**config.mk**
```make
export PLATFORM = sky130hd
export DESIGN_NAME = inst_fetch_requester
export DESIGN_NICKNAME = d
export VERILOG_FILES = /design/src/rtl/inst_fetch_requester.sv
export SDC_FILE = /design/constraint.sdc
export NUM_CORES = 1
export LEC_CHECK = 0
export ABC_CLOCK_PERIOD_IN_PS = 19600
export BUFFER_PORTS_ARGS = -buffer_cell sky130_fd_sc_hd__buf_4
export CORE_MARGIN = 10
export CORE_UTILIZATION = 50
export DETAILED_ROUTE_END_ITERATION = 8
export PLACE_DENSITY = 0.69
export SETUP_SLACK_MARGIN = 0.15
export SLEW_MARGIN = 20
export SYNTH_ARGS = -nofsm -noshare
export SYNTH_HDL_FRONTEND = slang
export SYNTH_SLANG_ARGS = --single-unit
```
**constraint.sdc**
```tcl
create_clock -name clock -period 19.6 [get_ports clock]
set_input_delay 0 -clock clock [delete_from_list [all_inputs] [get_ports clock]]
set_output_delay 0 -clock clock [all_outputs]
set_load 0.01 [all_outputs]
```
**src/rtl/inst_fetch_requester.sv**
```systemverilog
// Instruction-fetch initiator: issues one 16-byte-aligned request at a time,
// buffers returned packs in a small FIFO and presents them to decode.
module inst_fetch_requester #(
  parameter int INST_PACK       = 128,
  parameter int INST_INDEX_SIZE = 32,
  parameter int FIFO_DEPTH      = 4,
  parameter int TIMEOUT         = 64,
  parameter logic [INST_INDEX_SIZE-1:0] RESET_PC = '0
) (
  input  logic                       clock,
  input  logic                       reset_n,
  output logic                       mem_req,
  input  logic                       mem_ready,
  output logic [INST_INDEX_SIZE-1:0] mem_addr,
  input  logic [INST_PACK-1:0]       mem_value,
  input  logic                       mem_valid,
  input  logic                       redirect_valid,
  input  logic [INST_INDEX_SIZE-1:0] redirect_pc,
  output logic                       out_valid,
  input  logic                       out_ready,
  output logic [INST_PACK-1:0]       out_pack,
  output logic [INST_INDEX_SIZE-1:0] out_pc,
  output logic                       timeout_err
);

  localparam int PTR_W = $clog2(FIFO_DEPTH);
  localparam int CNT_W = PTR_W + 1;
  localparam int TMO_W = (TIMEOUT > 1) ? $clog2(TIMEOUT) : 1;
  localparam logic [INST_INDEX_SIZE-1:0] PC_STEP    = INST_INDEX_SIZE'(16);
  localparam logic [INST_INDEX_SIZE-1:0] ALIGN_MASK = ~INST_INDEX_SIZE'(15);
  localparam logic [INST_INDEX_SIZE-1:0] RESET_PC_ALIGNED = RESET_PC & ALIGN_MASK;
  localparam logic [CNT_W-1:0] DEPTH_CNT = CNT_W'(FIFO_DEPTH);
  localparam logic [TMO_W-1:0] TMO_LAST  = TMO_W'(TIMEOUT - 1);

  typedef enum logic {S_IDLE = 1'b0, S_WAIT = 1'b1} state_t;

  state_t                     state;
  logic [INST_INDEX_SIZE-1:0] fetch_pc;
  logic                       drop;
  logic [TMO_W-1:0]           tmo_cnt;
  logic                       active;

  logic [INST_INDEX_SIZE-1:0] pc_mem   [FIFO_DEPTH];
  logic [INST_PACK-1:0]       pack_mem [FIFO_DEPTH];
  logic [PTR_W-1:0]           rd_ptr;
  logic [PTR_W-1:0]           wr_ptr;
  logic [CNT_W-1:0]           count;

  logic                       pop;
  logic                       push;
  logic                       issue;
  logic                       tmo_hit;
  logic [CNT_W-1:0]           count_after_pop;
  logic [CNT_W-1:0]           count_next;
  logic [PTR_W-1:0]           rd_next;
  logic [INST_INDEX_SIZE-1:0] head_pc;
  logic [INST_PACK-1:0]       head_pack;

  // NOTE: combinational logic uses blocking '=' and assigns every output a
  // default first, so no latch can be inferred on any path.
  always_comb begin
    pop             = out_valid && out_ready && !redirect_valid;
    push            = (state == S_WAIT) && mem_valid && !drop && !redirect_valid;
    count_after_pop = count - CNT_W'(pop);
    count_next      = count_after_pop + CNT_W'(push);
    rd_next         = rd_ptr + PTR_W'(pop);
    // Issue looks at occupancy after this cycle's pop, so a full FIFO being
    // drained can still launch the next request.
    issue   = active && (state == S_IDLE) && mem_ready && !redirect_valid &&
              (count_after_pop < DEPTH_CNT);
    tmo_hit = (state == S_WAIT) && !mem_valid && (tmo_cnt == TMO_LAST);
    head_pc   = pc_mem[rd_next];
    head_pack = pack_mem[rd_next];
    if (count_after_pop == '0) begin
      head_pc   = fetch_pc;
      head_pack = mem_value;
    end
  end

  assign mem_req  = issue;
  assign mem_addr = fetch_pc;

  // NOTE: sequential state uses non-blocking '<=' so every register samples
  // the pre-edge values of its neighbours.
  always_ff @(posedge clock or negedge reset_n) begin
    if (!reset_n) begin
      state       <= S_IDLE;
      fetch_pc    <= RESET_PC_ALIGNED;
      drop        <= 1'b0;
      tmo_cnt     <= '0;
      timeout_err <= 1'b0;
      active      <= 1'b0;
    end else begin
      active <= 1'b1;
      if (redirect_valid) begin
        fetch_pc <= redirect_pc & ALIGN_MASK;
        state    <= S_IDLE;
        // A response arriving in this very cycle has already been consumed.
        if (state == S_WAIT) drop <= mem_valid ? drop : 1'b1;
        else                 drop <= drop && !mem_valid;
      end else begin
        case (state)
          S_IDLE: begin
            if (mem_valid && drop) drop <= 1'b0;
            if (issue) begin
              state   <= S_WAIT;
              tmo_cnt <= '0;
            end
          end
          S_WAIT: begin
            if (mem_valid) begin
              if (!drop) fetch_pc <= fetch_pc + PC_STEP;
              drop  <= 1'b0;
              state <= S_IDLE;
            end else if (tmo_hit) begin
              timeout_err <= 1'b1;
              drop        <= 1'b1;
              state       <= S_IDLE;
            end else begin
              tmo_cnt <= tmo_cnt + TMO_W'(1);
            end
          end
          default: state <= S_IDLE;
        endcase
      end
    end
  end

  // NOTE: the pack storage is deliberately left without reset; count and the
  // valid flag decide what is meaningful, and this keeps the array as plain RAM.
  always_ff @(posedge clock) begin
    if (push) begin
      pc_mem[wr_ptr]   <= fetch_pc;
      pack_mem[wr_ptr] <= mem_value;
    end
  end

  always_ff @(posedge clock or negedge reset_n) begin
    if (!reset_n) begin
      rd_ptr    <= '0;
      wr_ptr    <= '0;
      count     <= '0;
      out_valid <= 1'b0;
      out_pack  <= '0;
      out_pc    <= '0;
    end else if (redirect_valid) begin
      rd_ptr    <= '0;
      wr_ptr    <= '0;
      count     <= '0;
      out_valid <= 1'b0;
    end else begin
      rd_ptr    <= rd_next;
      wr_ptr    <= wr_ptr + PTR_W'(push);
      count     <= count_next;
      out_valid <= (count_next != '0);
      if (count_next != '0) begin
        out_pack <= head_pack;
        out_pc   <= head_pc;
      end
    end
  end

endmodule

```
==> flow_summary.ini <==
[grt]
grt_use_total_pct = 23.3
grt_pass1_vias = 30000
grt-ovfl-total = 0
grt_pass1_wl_mm = 168
grt_antenna_before_repair = 11
grt_max_degree = 221

[power_and_ir_drop]
p_per_area_mw_per_mm2 = 106
ir_drop_mv = 0.116
p_leak_nw = 16.5

[clocking]
cts-root-buf = clkbuf_16
clk_pin_slew_ns = 0.06
cts_setup_buffers = 0
cts_buffers = 89
clock_path_buffers = 3
clkLatencyLatePin_ns = 0.63
hold_buffers = 169
h-tree-depth = 3
cts_tree = done
cts-resized-gates = 0
cts.sinks = 826

[hold_path]
min_path_type = in -> reg
whs_path_depth = 2
worstHoldEndpoint = pack_mem[3][15]$_DFFE_PP_
hold_path.startpoint = mem_value[15]

[route]
finalWirelength_mm = 109
routed_via_density = 6.12
drt_iter0_drc = 2633
ant_nets = 0
vias = 30600
wl_per_cell_um = 21.7
drtPass1Iterations = 5
drc = 0

[timing]
fin_ws_ns = 14.83
slew_headroom_pct = 20.5
fin_skew_ns = 0.0273
min_period_ns = 4.77
max_freq_ghz = 0.210
worstMarginPinSlew_ns = 1.19
setup_viol = 0
slew_viol_final = 0
fin_crit_sh_pct = 24.3
finalSetupTns_ns = 0
rsz0062_at_grt = false
final-hold-violation-count = 0

[yosys]
synth_ff_type = edfxtp_1
synth_edf_count = 624
synth.distinct_cells = 51
syn_avg_cell_area_um2 = 10.9
ys_seq_area_share_pct = 61.2
synth.area.top_cells = edfxtp_1 (48%), dfrtp_1 (13%), a211oi_1 (6.0%)
async_reset_ff_share_pct = 24.5
synth_top_cell_by_area = edfxtp_1
netlist_instances = 3566
syn_area_mm2 = 0.0388
yosysWarnings = 0
ys_ff_latch = 826
synth_top_area_share_pct = 48.2

[placement]
dpl_cell_area_mm2 = 0.0418
dp_slack_ns = 14.96
post-dp-hpwl_mm = 56.4
portBuffers = 348
place_congestion = 0.790

[floorplanning]
die_x_um = 299
initial_core_util_pct = 50.3
core_area_mm2 = 0.0772
die_h_um = 299
die_area_mm2 = 0.0892
num_rows = 102
ios = 361

[final_layout]
drive_above_1_share_pct = 13.8
finalCoreUtilization_pct = 60.3
fin_nets = 4046
area_growth_pct = 19.9
final_common_cell = edfxtp_1
final_cell_mix = edfxtp_1 (624), o21ai_0 (440), buf_4 (378), nand2_1 (350), nor2b_1 (313)
design_area_mm2 = 0.0466

[setup_path]
reg2reg_slack_ns = 14.83
end_kind = flop
rr_startpoint = out_valid$_DFF_PN0_
critical_path_class = reg -> reg
reg2reg_depth = 11
r2r_end = out_pack[49]$_DFFE_PN0P_
crit_required_ns = 20.16
startpoint = out_valid$_DFF_PN0_
cp-start-kind = flop
arrival_ns = 5.33
crit_fanout = 210

[flow_run]
maxCapViolCount = 0

[run_status]
status = completed
-- worst max path at each step --
stage,to,cells past startpoint
detailed placement,out_pack[31]$_DFFE_PN0P_,10
floorplan,pack_mem[0][0]$_DFFE_PP_,3
finish,out_pack[49]$_DFFE_PN0P_,11
CTS,out_pack[31]$_DFFE_PN0P_,10
global route,out_pack[36]$_DFFE_PN0P_,11
global placement,out_pack[36]$_DFFE_PN0P_,10
-- power breakdown --
part | total, mW | switching, mW | internal [mW]
Sequential | 2.21 | 0.146 | 2.06
Combinational | 1.01 | 0.563 | 0.450
Clock | 1.73 | 0.691 | 1.04
-- sequential cells by signal (all words and copies together), names as in the netlist --
signal       count
count            3
out_pack       128
rd_ptr           2
pack_mem       512
pc_mem         112
out_pc          28
timeout_err      1
out_valid        1
state            1
mem_addr        28
active           1
tmo_cnt          6
wr_ptr           2
drop             1
-- through the flow --
step           hold WS [ns]  std cells  power [mW]
2_1_floorplan        -0.296       3573        2.71
3_3_place_gp        -0.0336       4654        3.21
3_5_place_dp        -0.0321       4654        3.23
4_1_cts              0.0753       4987        4.99
5_1_grt               0.106       4994        5.17
6_report              0.118       4994        4.96
-- area by class of cell --
cell class,instances,area [um^2]
sequential,826,23800
antenna,7,17.5
fill,6219,30600
timing repair buffer,556,4720
clock buffer,118,2460
clock inverter,46,592
inverter,8,30.0
tap,1040,1300
multi-input combinational,2393,13700
-- Yosys cell counts (all sizes together) (5+ instances only) --
master and instances:
a211oi 312, a21oi 160, a32oi 155, and3 5, buf 131, clkbuf 215, dfrtp 202, edfxtp 624
ha 6, inv 8, nand2 351, nand3 170, nand4 12, nor2 172, nor2b 313, nor3 10
o21ai 496, o22ai 155, xnor2 14, xor2 21
-- cell families after synthesis --
logic type                 after synthesis  share of synthesized area, %
AOI/OAI and AO/OA                     1286                          20.6
DFF                                    826                          61.2
muxes                                    3                        0.0805
and+or+nand+nor                       1054                          13.2
xor gates and xnor gates                35                         0.808
buffers and inverters                  354                          3.84
other                                    2                        0.0193
adders and majority gates                6                         0.193
-- metal layers --
metal  up-vias  routed length (um)  GRT usage, %
met1     15000               44900          30.8
met3       198                8900          4.63
met5         -                  44             0
li1      14100                   -             -
met2      1271               52200          38.1
met4         8                2650          8.18
-- critical path, stage by stage (launching register included) --
cell	delay [ns]
dfrtp_1	0.39
nand3b_1	0.14
buf_12	0.58
xnor2_1	0.28
ha_1	0.27
ha_1	0.20
xnor2_1	0.18
a21oi_4	0.33
buf_4	0.74
buf_4	0.95
nor2_1	0.12
a21oi_1	0.16
Power figures use the tool's default switching activity.
